**src/rtl/counter_mod.sv**
```systemverilog
// counter_mod: modulo up/down counter with enable, clear, load,
// terminal-count pulse and optional prescaler (COUNTER_MOD_PRESCALER_EN).
// Ports: clk_i, nrst_i, clr_i, load_i, load_val_i, en_i, up_i, presc_i
//        -> counter_val_o (registered count), tc_o (registered wrap pulse)
module counter_mod #(
  parameter int              BW       = 8,
  parameter longint unsigned MODULO   = 64'd1 << BW,
  parameter int              PRESC_BW = 4
) (
  input  logic                clk_i,
  input  logic                nrst_i,
  input  logic                clr_i,
  input  logic                load_i,
  input  logic [BW-1:0]       load_val_i,
  input  logic                en_i,
  input  logic                up_i,
  input  logic [PRESC_BW-1:0] presc_i,
  output logic [BW-1:0]       counter_val_o,
  output logic                tc_o
);

  localparam logic [BW:0] TOP = (BW+1)'(MODULO - 64'd1);

  logic [BW-1:0] count_q;
  logic          tc_q;
  logic          tick;

  logic [BW:0] cur_ext;
  logic [BW:0] ld_ext;
  logic [BW:0] ld_clamp;
  logic [BW:0] step_nxt;
  logic        step_wrap;

  assign cur_ext  = {1'b0, count_q};
  assign ld_ext   = {1'b0, load_val_i};
  assign ld_clamp = (ld_ext > TOP) ? TOP : ld_ext;

  // Compare-based wrap; BW+1 bit math keeps MODULO = 2**BW exact.
  always_comb begin
    step_nxt  = cur_ext;
    step_wrap = 1'b0;
    if (up_i) begin
      if (cur_ext == TOP) begin
        step_nxt  = '0;
        step_wrap = 1'b1;
      end else begin
        step_nxt = cur_ext + 1'b1;
      end
    end else begin
      if (cur_ext == '0) begin
        step_nxt  = TOP;
        step_wrap = 1'b1;
      end else begin
        step_nxt = cur_ext - 1'b1;
      end
    end
  end

`ifdef COUNTER_MOD_PRESCALER_EN
  logic [PRESC_BW-1:0] presc_q;

  assign tick = (presc_q == presc_i);

  // Lowering presc_i below presc_q lets it wrap naturally.
  always_ff @(posedge clk_i or negedge nrst_i) begin
    if (!nrst_i) begin
      presc_q <= '0;
    end else if (clr_i || load_i) begin
      presc_q <= '0;
    end else if (en_i) begin
      presc_q <= tick ? '0 : presc_q + 1'b1;
    end
  end
`else
  logic unused_presc;

  assign unused_presc = ^presc_i;
  assign tick         = 1'b1;
`endif

  always_ff @(posedge clk_i or negedge nrst_i) begin
    if (!nrst_i) begin
      count_q <= '0;
      tc_q    <= 1'b0;
    end else if (clr_i) begin
      count_q <= '0;
      tc_q    <= 1'b0;
    end else if (load_i) begin
      count_q <= ld_clamp[BW-1:0];
      tc_q    <= 1'b0;
    end else if (en_i && tick) begin
      count_q <= step_nxt[BW-1:0];
      tc_q    <= step_wrap;
    end else begin
      tc_q    <= 1'b0;
    end
  end

  assign counter_val_o = count_q;
  assign tc_o          = tc_q;

endmodule

```
**config.mk**
```make
export PLATFORM = sky130hd
export DESIGN_NAME = counter_mod
export DESIGN_NICKNAME = d
export VERILOG_FILES = /design/src/rtl/counter_mod.sv
export SDC_FILE = /design/constraint.sdc
export NUM_CORES = 1
export LEC_CHECK = 0
export CORE_MARGIN = 2
export CORE_UTILIZATION = 35
export DETAILED_ROUTE_END_ITERATION = 10
export HOLD_SLACK_MARGIN = 0.12
export SLEW_MARGIN = 20
export SYNTH_ARGS = -nofsm -noshare
export SYNTH_HDL_FRONTEND = slang
export SYNTH_SLANG_ARGS = --single-unit
```
**constraint.sdc**
```tcl
create_clock -name clk_i -period 4.07 [get_ports clk_i]
set_input_delay 0.814 -clock clk_i [delete_from_list [all_inputs] [get_ports clk_i]]
set_output_delay 0.814 -clock clk_i [all_outputs]
set_load 0.03 [all_outputs]
```
==> reports/metrics.cfg, run 1 <==
[routing]
wl_per_cell_um=15.49
ant_nets=0
dr.pass1.iters=4
vias=840
drc=0
wirelength_um=2277
vias_per_cell=5.714
drt_iter0_markers=31

[synthesis]
synth_top_area_frac=0.2715
synth_compound_area_frac=0.2624
syn-num-nets=121
yosys.cell_types.count=42
synth_area_sq_um=829.5
yosysWarnings=0
postSynthCellCount=100
ys_seq_elements=9
synthTopCellsByArea=dfrtp_1 27%, a21oi_1 6.0%, ha_1 4.5%
synth_area_leader_cell=dfrtp_1
synth_top_family_by_area=simple AND/OR/NAND/NOR gates
avgSynthCellArea_sq_um=8.295
synth_flop_cell=dfrtp_1
synth_mux_area_frac=0.02413
synth-simple-area-share=0.2745
synthXorXnorAreaFrac=0.05279
async_flop_share=1.000
ys_seq_area_frac=0.2715
synth_fa_ha_area_frac=0.04525
synth-edff-count=0

[clocking]
cts_buffers=3
htree_levels=1
post_cts_buffers=0
cts_resized=0
tritoncts=done
clock_latency_ns=0.27
hold_buffers=0
clock-sinks=9
clk_pin_slew_worst_paths_ns=0.07
clockBufferDepth=2
clockRootBuffer=clkbuf_4

[hold_path]
worstHoldPathCells=2
hold_class=reg2reg

[worst_setup_path]
worstPathRequired_ns=3.26
crit_slowest_cell=clkdlybuf4s50_1
cp.depth=1
reg2reg_depth=6
cp_cell_sequence=clkdlybuf4s50_1
worstSetupPathType=reg2out
cp_num_buf_inv=1
critical_path.top_delay_family=buffers and inverters
critPathArrivalTime_ns=1.62
worstSetupStartpointType=flip-flop
worstSetupEndpointType=output pin
max_stage_delay_ns=0.75
cp_max_fo=11

[global_route]
grt_max_degree=16
grt_pass1_vias=762
grt.overflow.total=0
antenna_found_initial=0
grt_pass1_wl_um=3836
grt.total_usage=0.1951

[power]
p_sw_uw=109.2
p_per_area_mw_per_mm2=275.6
switching_share=0.3694
total_power_uw=295.5
p_comb_frac=0.360
seq_power_share=0.388
p_int_uw=186.3
power_frac_clock=0.252
peakVddDrop_mv=0.1721
p_leak_uw=0.0004128

[sta]
max_slew_margin=0.6320
fin_setup_tns_ns=0
worst_hold_slack_ns=0.7462
max_freq_mhz=410.4
finalSetupViolCount=0
slew_violations=0
rsz0062_at_grt=no
worst_pin_slew_ns=0.5502
period_needed_ns=2.436
fin_skew_ns=0.008585
post-route-period-util=0.5986
hold_viol=0

[layout]
area_growth_pct=29.26
final_cells=147
drive_above_1_share=0.06723
layout_commonest_cell=clkdlybuf4s50_1
antenna_cells=0
final_cell_mix=22 x clkdlybuf4s50_1, 10 x a21oi_1, 10 x nand2_1, 9 x dfrtp_1
final_nets=141

[job]
maxCapViolCount=0

[placement]
dpl.hpwl_um=1652
numPortBuffers=22
gp_congestion=0.8129
place_inst=143

[die]
start_util=0.3714
die_y_um=52.69
dieArea_sq_mm=0.002776
pin_count=27
core_sq_mm=0.002233
placementRows=17
die_x_um=52.69

[run_status]
status=completed

[through the flow]
step           setup slack (ns)  utilization  instance area, sq um
2_1_floorplan             2.072            -                 829.5
4_1_cts                   1.641       0.4801                  1072
3_5_place_dp              1.416       0.4683                  1046
3_3_place_gp              1.435       0.4683                  1046
6_report                  1.634       0.4801                  1072
5_1_grt                   1.565       0.4801                  1072
[layout make-up]
cell class	instances	area [sq um]
flip-flops and latches	9	225.2
inverters	5	18.77
well taps	28	35.03
clock buffers	4	26.28
fillers	239	1161
repair buffers	22	220.2
multi-input cells	79	546.8
[state kept, by name (all words and copies together) (netlist names)]
name	flops
counter_val_o	8
tc_o	1
[routing by layer]
layer / wire length (um) / global-route usage / vias up
met5: 0 / 0 / -
met4: 34 / 0.08974 / 0
met3: 139 / 0.04286 / 4
met2: 1052 / 0.2938 / 38
met1: 1050 / 0.2632 / 385
li1: - / - / 413
[power by group through the flow]
stage	Sequential [uW]	Combinational, uW	Clock, uW
after global routing	117	117	85.2
after CTS	114	107	75.2
after floorplan	119	64.2	0
final	115	106	74.5
after global placement	116	105	0
after detailed placement	116	106	0
[synth_stat cells, drive strengths merged, types with 3 or more instances]
master and number:
a21oi 10, buf 3, clkbuf 4, dfrtp 9, ha 3, inv 5, nand2 10, nand3 3
nand4 3, nor2 4, nor3b 5, o2bb2ai 3, xor2 4
[cells by family after synthesis]
kind of cell,after synthesis
multiplexers,2
XOR/XNOR,5
adder cells (fa/ha/maj),3
buffers and inverters,12
AND/OR/NAND/NOR,38
flip-flops,9
AO/OA/AOI/OAI,31
[worst paths after layout]
check | endpoint | from | slack, ns
worst min register to register | counter_val_o[0] | counter_val_o[0] | 0.75
worst max-delay path | counter_val_o[3] | counter_val_o[3] | 1.63
worst min-delay path | counter_val_o[0] | counter_val_o[0] | 0.75
min in group asynchronous | counter_val_o[5] | nrst_i | 0.86
worst max register to register | counter_val_o[2] | counter_val_o[0] | 2.16
max in group asynchronous | counter_val_o[2] | nrst_i | 2.88
(Power assumes the default switching activity.)
==> run 2: changes to the inputs <==
Settings changed: PLACE_DENSITY set to 0.66.
Clock period 4.07 ns to 2.05 ns, I/O delays scaled along.
==> run 2 against run 1 <==
Clock skew shrank 0.0063 ns. Total power grew 100%. Register-to-register slack lost 1.9 ns. Core utilization grew 2.5 points. Combinational power grew 110%. First-iteration DRC count shrank 55%. Final cell count grew 4.8%. Worst setup slack lost 1.5 ns. Clock power grew 93%.
==> reports/metrics.cfg, run 2 (same netlist as run 1, synthesis figures left out) <==
[global_route]
grt.total_usage=0.1836  ; -0.01156
grt_pass1_vias=801  ; +5.1%
grt.overflow.total=0  ; unchanged
grt_pass1_wl_um=3643  ; -5.0%
antenna_found_initial=0  ; unchanged
grt_max_degree=15  ; -1

[worst_setup_path]
reg2reg_depth=6  ; unchanged
cp_cell_sequence=clkdlybuf4s50_1
r2r_setup_slack_ns=0.27  ; -1.89 ns
cp_max_fo=9  ; -2
cp_num_buf_inv=1  ; unchanged
worstPathRequired_ns=1.64  ; -1.62 ns
critical_path.top_delay_family=buffers and inverters
worstSetupEndpointType=output pin
critPathArrivalTime_ns=1.52  ; -0.10 ns
worstSetupStartpointType=flip-flop
max_stage_delay_ns=0.74  ; about the same
r2r_end=counter_val_o[2]
worstSetupPathType=reg2out
crit_slowest_cell=clkdlybuf4s50_1
r2r-start=counter_val_o[0]

[placement]
dp_slack_ns=0.1129  ; -1.303 ns
numPortBuffers=22  ; unchanged
dpl.hpwl_um=1702  ; +3.0%
gp_congestion=0.9113  ; +12%
placed_area_sq_mm=0.001099  ; +5.0%

[power]
p_leak_uw=0.0004598  ; +11%
p_per_area_mw_per_mm2=524.0  ; +90%
total_power_uw=591.4  ; +100%
peakVddDrop_mv=0.3969  ; +130%

[layout]
largest_register_ffs=8  ; unchanged
final_cell_mix=21 x clkdlybuf4s50_1, 10 x a21oi_1, 10 x nand2_1, 8 x dfrtp_1, 7 x buf_4
final_cell_area_sq_mm=0.001129  ; +5.3%
final_nets=148  ; +5.0%
antenna_cells=0  ; unchanged
layout_commonest_cell=clkdlybuf4s50_1
area_growth_pct=36.05
drive_above_1_share=0.1270  ; +0.05976

[die]
pin_count=27  ; unchanged
start_util=0.3714  ; unchanged
core_sq_mm=0.002233  ; unchanged
die_x_um=52.69  ; unchanged
dieArea_sq_mm=0.002776  ; unchanged
die_y_um=52.69  ; unchanged
placementRows=17  ; unchanged

[clocking]
tritoncts=done
cts_buffers=3  ; unchanged
clock-sinks=9  ; unchanged
htree_levels=1  ; unchanged
clk_pin_slew_worst_paths_ns=0.07  ; about the same
post_cts_buffers=0  ; unchanged
clockRootBuffer=clkbuf_4
clock_latency_ns=0.26  ; about the same
clockBufferDepth=2  ; unchanged

[sta]
worst_pin_slew_ns=0.4916  ; -0.05866 ns
slew_violations=0  ; unchanged
rsz0062_at_grt=no
max_slew_margin=0.6713  ; +0.03923
post-route-period-util=0.9415
max_freq_mhz=518.1
fin_setup_tns_ns=0  ; unchanged
fin_skew_ns=0.002238  ; -0.006347 ns
period_needed_ns=1.930
hold_viol=0  ; unchanged
finalSetupViolCount=0  ; unchanged
fin_ws_ns=0.1200  ; -1.514 ns
worst_hold_slack_ns=0.4744  ; -0.2718 ns

[job]
maxCapViolCount=0  ; unchanged

[routing]
wirelength_um=2265  ; -0.53%
wl_per_cell_um=14.71  ; -5.0%
vias_per_cell=5.688  ; -0.45%
ant_nets=0  ; unchanged
dr.pass1.iters=4  ; unchanged
drt_iter0_markers=14  ; -55%
drc=0  ; unchanged
vias=876  ; +4.3%

[run_status]
status=completed

[hold_path]
hold_class=in2async

==> run 2: cell count changes in the layout (fill, tap and decap cells not counted) <==
| cell | change |
|---|---|
| dfrtp_2 | +1 |
| dfrtp_1 | -1 |
| dlymetal6s2s_1 | +1 |
| buf_4 | +7 |
| clkdlybuf4s50_1 | -1 |
==> run 2: timing repair <==
item / in CTS / in global routing
hold buffers: 0 / 0
gates resized for setup: 0 / 2
setup endpoints to repair: 0 / 2
endpoints found under the hold margin: 0 / 0
==> run 2: area by class of cell <==
class / count / area, sq um
well taps: 28 / 35.03
clock buffers: 4 / 26.28
multi-input cells: 79 / 546.8
repair buffers: 29 / 275.3
inverters: 5 / 18.77
fillers: 224 / 1105
flip-flops and latches: 9 / 226.5
==> run 2: through the flow <==
| step | utilization | instances |
|---|---|---|
| 3_3_place_gp | 0.4919 | 150 |
| 6_report | 0.5053 | 154 |
| 2_1_floorplan | - | 100 |
| 3_5_place_dp | 0.4919 | 150 |
| 4_1_cts | 0.5036 | 154 |
| 5_1_grt | 0.5053 | 154 |
==> run 2: worst max path at each step <==
stage	slack, ns	end	depth (start not counted)	start
3_5_place_dp	0.11	counter_val_o[4]	5	up_i
5_1_grt	0.06	counter_val_o[3]	6	counter_val_o[0]
3_3_place_gp	0.11	counter_val_o[4]	5	up_i
2_1_floorplan	0.22	counter_val_o[5]	5	counter_val_o[2]
6_report	0.12	counter_val_o[0]	1	counter_val_o[0]
4_1_cts	0.01	counter_val_o[2]	1	counter_val_o[2]
==> run 2: routing by layer <==
metal,vias up,wire (um),global-route usage
met1,414,1008,0.2290
met3,2,153,0.05429
li1,429,-,-
met2,31,1093,0.3104
met5,-,0,0
met4,0,10,0.03846
==> run 2: where the power goes <==
group / leakage [uW] / switching, uW / total (uW) / internal (uW)
clock network: 0.0000150 / 68.4 / 144 / 75.3
logic: 0.000327 / 110 / 222 / 112
registers: 0.000118 / 34.7 / 225 / 191
total: 0.000460 / 213 / 591 / 378
